## config.mk

```make
export PLATFORM = sky130hd
export DESIGN_NAME = cnn_layer_sequencer
export DESIGN_NICKNAME = d
export VERILOG_FILES = /design/src/rtl/cnn_layer_sequencer.sv
export SDC_FILE = /design/constraint.sdc
export NUM_CORES = 1
export LEC_CHECK = 0
export ABC_AREA = 1
export BUFFER_PORTS_ARGS = -buffer_cell sky130_fd_sc_hd__buf_2
export CELL_PAD_IN_SITES_DETAIL_PLACEMENT = 1
export CELL_PAD_IN_SITES_GLOBAL_PLACEMENT = 2
export CORE_ASPECT_RATIO = 1.25
export CORE_MARGIN = 2
export CORE_UTILIZATION = 39
export CTS_CLUSTER_SIZE = 16
export DETAILED_ROUTE_END_ITERATION = 10
export GPL_ROUTABILITY_DRIVEN = 0
export PLACE_DENSITY = 0.95
export SYNTH_ARGS = -nofsm -noshare
export SYNTH_HDL_FRONTEND = slang
export SYNTH_SLANG_ARGS = --single-unit
export TNS_END_PERCENT = 5
```

## constraint.sdc

```tcl
create_clock -name clk -period 17.75 [get_ports clk]
set_input_delay 3.55 -clock clk [delete_from_list [all_inputs] [get_ports clk]]
set_output_delay 3.55 -clock clk [all_outputs]
set_load 0.01 [all_outputs]
```

## src/rtl/cnn_layer_sequencer.sv

```systemverilog
// Control sequencer for a four-stage CNN layer pipeline followed by a serial ten-way argmax.
// Define CNN_SEQ_TIMEOUT_EN to add a per-stage watchdog that can drive the FSM into ERROR.
module cnn_layer_sequencer #(
    parameter int TIMEOUT_CYCLES = 4096
) (
    input  logic         clk,
    input  logic         rst,
    input  logic         start,
    input  logic         conv_done,
    input  logic         relu_done,
    input  logic         pool_done,
    input  logic         fc_done,
    input  logic [319:0] prob_flat,
    output logic         conv_enable,
    output logic         relu_enable,
    output logic         pool_enable,
    output logic         fc_enable,
    output logic         busy,
    output logic [2:0]   stage,
    output logic [3:0]   result,
    output logic         result_valid,
    output logic         error
);

    typedef enum logic [2:0] {
        S_IDLE   = 3'd0,
        S_CONV   = 3'd1,
        S_RELU   = 3'd2,
        S_POOL   = 3'd3,
        S_FC     = 3'd4,
        S_ARGMAX = 3'd5,
        S_DONE   = 3'd6,
        S_ERROR  = 3'd7
    } state_t;

    localparam logic [3:0] LAST_IDX = 4'd9;

    state_t            state;
    state_t            state_next;
    logic [3:0]        arg_idx;
    logic [9:0][31:0]  prob_p0;
    logic [31:0]       best_val_p1;
    logic [3:0]        best_idx_p1;
    logic              cand_gt;
    logic [3:0]        cand_idx;
    logic              in_stage;
    logic              start_ok;
    logic              capture;
    logic              timeout_hit;

    // Strictly-greater unsigned compare: ties keep the earlier (lower) index.
    function automatic logic score_gt(input logic [31:0] a, input logic [31:0] b);
        return a > b;
    endfunction

    assign in_stage = (state == S_CONV) || (state == S_RELU) ||
                      (state == S_POOL) || (state == S_FC);
    assign busy     = !((state == S_IDLE) || (state == S_DONE) || (state == S_ERROR));
    assign start_ok = start && !busy;
    assign capture  = (state == S_FC) && fc_done;
    assign cand_gt  = score_gt(prob_p0[arg_idx], best_val_p1);
    assign cand_idx = cand_gt ? arg_idx : best_idx_p1;

`ifdef CNN_SEQ_TIMEOUT_EN
    localparam logic [15:0] TO_LIMIT = 16'(TIMEOUT_CYCLES - 1);

    logic [15:0] stage_cnt;

    assign timeout_hit = in_stage && (stage_cnt == TO_LIMIT);

    // Counter restarts on every state change so each stage gets its own budget.
    always_ff @(posedge clk) begin
        if (rst) begin
            stage_cnt <= 16'd0;
            error     <= 1'b0;
        end else begin
            if (state_next != state) begin
                stage_cnt <= 16'd0;
            end else if (in_stage) begin
                stage_cnt <= stage_cnt + 16'd1;
            end
            if ((state_next == S_ERROR) && (state != S_ERROR)) begin
                error <= 1'b1;
            end else if (start_ok) begin
                error <= 1'b0;
            end
        end
    end
`else
    logic unused_cfg;

    assign unused_cfg  = |16'(TIMEOUT_CYCLES);
    assign timeout_hit = 1'b0;
    assign error       = 1'b0;
`endif

    always_comb begin
        state_next = state;
        case (state)
            S_IDLE: begin
                if (start) state_next = S_CONV;
            end
            S_CONV: begin
                if (conv_done)        state_next = S_RELU;
                else if (timeout_hit) state_next = S_ERROR;
            end
            S_RELU: begin
                if (relu_done)        state_next = S_POOL;
                else if (timeout_hit) state_next = S_ERROR;
            end
            S_POOL: begin
                if (pool_done)        state_next = S_FC;
                else if (timeout_hit) state_next = S_ERROR;
            end
            S_FC: begin
                if (fc_done)          state_next = S_ARGMAX;
                else if (timeout_hit) state_next = S_ERROR;
            end
            S_ARGMAX: begin
                if (arg_idx == LAST_IDX) state_next = S_DONE;
            end
            S_DONE: begin
                state_next = start ? S_CONV : S_IDLE;
            end
            S_ERROR: begin
                if (start) state_next = S_CONV;
            end
            default: state_next = S_IDLE;
        endcase
    end

    always_comb begin
        conv_enable  = (state == S_CONV);
        relu_enable  = (state == S_RELU);
        pool_enable  = (state == S_POOL);
        fc_enable    = (state == S_FC);
        result_valid = (state == S_DONE);
        stage        = state;
    end

    always_ff @(posedge clk) begin
        if (rst) begin
            state   <= S_IDLE;
            arg_idx <= 4'd0;
            result  <= 4'hF;
        end else begin
            state <= state_next;
            if (capture) begin
                arg_idx <= 4'd1;
            end else if ((state == S_ARGMAX) && (arg_idx != LAST_IDX)) begin
                arg_idx <= arg_idx + 4'd1;
            end
            // Final compare folds straight into result so DONE sees the winner.
            if ((state == S_ARGMAX) && (arg_idx == LAST_IDX)) begin
                result <= cand_idx;
            end
        end
    end

    // p0: score capture on fc_done; p1: running best, one index per ARGMAX cycle
    always_ff @(posedge clk) begin
        if (capture) begin
            prob_p0     <= prob_flat;
            best_val_p1 <= prob_flat[31:0];
            best_idx_p1 <= 4'd0;
        end else if ((state == S_ARGMAX) && cand_gt) begin
            best_val_p1 <= prob_p0[arg_idx];
            best_idx_p1 <= arg_idx;
        end
    end

endmodule
```

# Word level (Yosys, flattened, before mapping)
# Cells that the tools add are included.
[totals]
register_bits = 367
output_inout_bits = 14
in_bits = 327
[op_classes]
n_reduce_logical = 13
magnitude_cmp = 2
mux = 15
addsub = 1
eq_ne = 15
[op_table]
columns = ["cell", "n"]
rows = [
  ["$bmux W32 S4", 1],
  ["$mux W32", 3],
  ["$gt A32 B32 Y1", 1],
  ["$pmux W3 S7", 1],
  ["$mux W3", 6],
  ["$eq A3 B3 Y1 const B", 4],
  ["$ne A2 B2 Y1 const B", 5],
  ["$eq A3 B2 Y1 const B", 2],
  ["$reduce_and A6 Y1", 1],
  ["$lt A4 B5 Y1 const B", 1],
  ["$add A4 B1 Y4 const B", 1],
  ["$eq A4 B4 Y1 const B", 1],
  ["$logic_and A1 B1 Y1", 4],
  ["$mux W4", 1],
  ["$ne A4 B4 Y1 const B", 1],
  ["$reduce_bool A2 Y1", 2],
  ["$reduce_or A2 Y1", 2],
  ["$eq A3 B1 Y1 const B", 1],
  ["$logic_not A3 Y1", 1],
  ["$mux W1", 3],
  ["$logic_or A1 B1 Y1", 2],
  ["$ne A2 B1 Y1 const B", 1],
  ["$logic_not A1 Y1", 1],
]

# Longest topological paths before layout
[depth]
word_depth = 6
depth_mapped = 25

# Worst setup path before layout
# Ideal clock, no wire load.
[synth_path]
kind = "input-to-reg"
from = "in fc_done"
to = "reg prob_p0[0] (netlist name) (enable)"
setup_ns = 0.544
cell_stages = 3
path_slack_ns = 9.693
required_time_ns = 17.206
arrival_ns = 7.513
path_cell_list = "nand2_1 > clkinv_1 > buf_2"
[synth_between]
elab_chain_len = 1
[synth_lines]
columns = ["item", "line_no", "rtl"]
rows = [
  ["start, declared", "12", "input logic fc_done,"],
  ["$logic_and A1 B1 Y1", "60", "assign capture = (state == S_FC) && fc_done;"],
  ["named net capture", "48", "logic capture;"],
  ["end signal, assigned", "163", "prob_p0 <= prob_flat;"],
  ["end, declared", "41", "logic [9:0][31:0] prob_p0;"],
]
# The timed path passes the listed nets, and every way through them passes these cells.
# A chain may end at the register's enable or synchronous reset.

# Final worst setup path
[layout_path]
from = "in fc_done"
to = "reg best_val_p1[0], data pin"
[layout_between]
elab_chain_len = 2
[layout_lines]
columns = ["item", "line_no", "rtl"]
rows = [
  ["$logic_and A1 B1 Y1", "60", ""],
  ["$mux W32", "162", "if (capture) begin"],
  ["end signal, assigned", "164", "best_val_p1 <= prob_flat[31:0];"],
  ["end signal, assigned", "167", "best_val_p1 <= prob_p0[arg_idx];"],
  ["end, declared", "42", "logic [31:0] best_val_p1;"],
]
# Every way passes these cells.

==> flow_metrics.tcl <==
set metrics [dict create \
    status "finished, final reports clean" \
    grt_max_degree 201 \
    nNetsFinal 1880 \
    switchingPower_mw 0.497 \
    synth.distinct_cells 47 \
    insertion_delay_ps 550 \
    yosys.area.top_type "edfxtp_1" \
    final_cell_mix "edfxtp_1 (352), buf_2 (339), nand2_1 (151), nor2_1 (149), o21ai_0 (120)" \
    portBuffers 339 \
    drt_iter0_drc 696 \
    crit_type "input pin to flop" \
    cp-end-kind "flop" \
    synth_top_area_share_pct 67.7 \
    power.share.clock_pct 39.8 \
    stdcell_area_sq_um 18900 \
    p_leak_nw 7.26 \
    rows 81 \
    overflow 0 \
    max_freq_mhz 169 \
    grt_pass1_wl_mm 67.5 \
    setup_viol 0 \
    track_usage_pct 21.7 \
    initial_core_util_pct 39.7 \
    syn_inst 1196 \
    relSlewSlack_pct 14.7 \
    cts_buffers 40 \
    synth-seq-cells 367 \
    wl_per_cell_microns 22.2 \
    final_layout_size_suffix_gt1_share_pct 30.9 \
    grt_pass1_vias 11800 \
    drt_pass1_iterations 5 \
    synth_area_per_cell_sq_um 13.0 \
    skew_ps 28.4 \
    design.core.area_sq_um 39300 \
    rsz0062_at_grt "false" \
    p_seq_share_pct 49.0 \
    avgViaCountPerCell 5.31 \
    irDropWorstVdd_v 0.0000856 \
    cts_max_level 2 \
    post-route-period-util_pct 33.3 \
    hold_violations 0 \
    ios 341 \
    final_common_cell "edfxtp_1" \
    fin_tns_setup_ps 0 \
    worst_pin_slew_ps 1280 \
    place_area_sq_um 17600 \
    pwr-share-comb_pct 11.2 \
    synthArstFlopShare_pct 0 \
    maxCapViolCount 0 \
    die_h_microns 228 \
    arrival_ps 6150 \
    startpoint_type "input pin" \
    synth-edff-count 352 \
    hold_path_class "flop to flop" \
    antenna_found_initial 20 \
    slew_violations 0 \
    required_ps 17990 \
    postCtsSetupBuffers 0 \
    die_w_microns 183 \
    drc 0 \
    dieArea_sq_um 41600 \
    path_max_fanout 200 \
    dp_hpwl_mm 30.5 \
    syn_to_final_growth_pct 21.2 \
    fillers 4169 \
    routed_wl_mm 45.7 \
    power.density_nw_per_um2 109 \
    ctsLongestPathBuffers 3 \
    synth_area_sq_um 15600 \
    min_period_ps 5900 \
    p_int_mw 1.56 \
    yosys_warnings 0 \
    syn_nets 1557 \
    cts_hold_buf 0 \
    yosys-top-cells-area "edfxtp_1 (68%), o21ai_0 (3.8%), nand2_1 (3.7%)" \
    clkSinkCount 367 \
    cts.repair.resized 0 \
    ys_seq_area_share_pct 69.7 \
    cts_tree "built" \
    finalPower_mw 2.05 \
    ys.flop_type "edfxtp_1" \
    path_clk_slew_ps 60 \
    vias 10900 \
    swShare_pct 24.2 \
    antenna_left 0 \
    clock-root-buffer "clkbuf_16" \
]
==> layout make-up <==
| cell class | count | area [sq um] | share of cell area, % |
|---|---|---|---|
| Antenna cell | 17 | 42.5 | 0.225 |
| Inverter | 64 | 253 | 1.34 |
| Clock buffer | 51 | 1090 | 5.79 |
| Multi-Input combinational cell | 698 | 4070 | 21.5 |
| Tap cell | 498 | 623 | 3.29 |
| Clock inverter | 20 | 183 | 0.966 |
| Sequential cell | 367 | 10900 | 57.5 |
| Timing Repair Buffer | 348 | 1780 | 9.39 |
==> path summary, 6_finish.rpt <==
path | start | endpoint | slack, ps | cells after the start
worst max-delay path | fc_done | best_val_p1[0]$_DFFE_PP_ | 11850 | 6
worst min-delay path | best_idx_p1[3]$_SDFFE_PP0P_ | best_idx_p1[3]$_SDFFE_PP0P_ | 530 | 4
worst max register to register | arg_idx[0]$_SDFFE_PP0P_ | best_val_p1[22]$_DFFE_PP_ | 12540 | 12
worst min register to register | best_idx_p1[3]$_SDFFE_PP0P_ | best_idx_p1[3]$_SDFFE_PP0P_ | 530 | 4
==> cells by family (layout without fill, tap and decap cells) <==
logic type,count (synthesis),count (layout),synth area share (%)
flops,367,367,69.7
other cells,1,18,0.0240
simple gates,360,360,9.66
compound gates,271,271,11.6
xor+xnor,1,1,0.0561
buf+inv,131,483,4.30
fa+ha+maj,34,34,2.73
mux,31,31,1.99
==> critical path: stages <==
cell and delay (ps):
buf_2 100, nand2_2 60, buf_4 280, inv_8 730, buf_12 590, o21ai_1 170
==> through the flow <==
step	setup WS [ps]	instances	hold WS [ps]	utilization [%]
2_1_floorplan	9690	1196	466	-
3_3_place_gp	11600	1975	488	44.7
3_5_place_dp	11460	1975	493	44.7
4_1_cts	12050	2046	508	48.0
5_1_grt	11760	2061	544	48.1
6_report	11850	2063	526	48.1
==> power by group through the flow <==
stage / combinational, mW / clock, mW / sequential [mW]
2_1_floorplan: 0.144 / 0 / 1.02
3_3_place_gp: 0.222 / 0 / 1.02
3_5_place_dp: 0.233 / 0 / 1.02
4_1_cts: 0.235 / 0.834 / 1.01
5_1_grt: 0.261 / 0.861 / 1.01
6_report: 0.231 / 0.817 / 1.01
==> routing by layer <==
| layer | global-route usage (%) | share of wire (%) | up-vias |
|---|---|---|---|
| li1 | - | - | 5051 |
| met1 | 24.6 | 38 | 5399 |
| met2 | 39.7 | 53 | 399 |
| met3 | 3.82 | 5.7 | 92 |
| met4 | 10.2 | 3.6 | 6 |
| met5 | 0 | 0.085 | - |
==> synthesized netlist by cell type (15+ instances only) <==
cell and number:
inv_1 57, edfxtp_1 352, a21oi_1 26, o221ai_1 49, ha_1 34, buf_2 21
o21ai_1 16, o21ai_2 32, mux2i_1 31, nor2_1 149, dfxtp_1 15, nand2_1 153
o21ai_0 120, nand3_1 36
==> state kept, by name, indices dropped and copies added, names as in the netlist <==
| signal | cells |
|---|---|
| result | 4 |
| stage | 3 |
| prob_p0 | 320 |
| best_val_p1 | 32 |
| arg_idx | 4 |
| best_idx_p1 | 4 |
No activity file was read; power rests on OpenSTA's default activity.
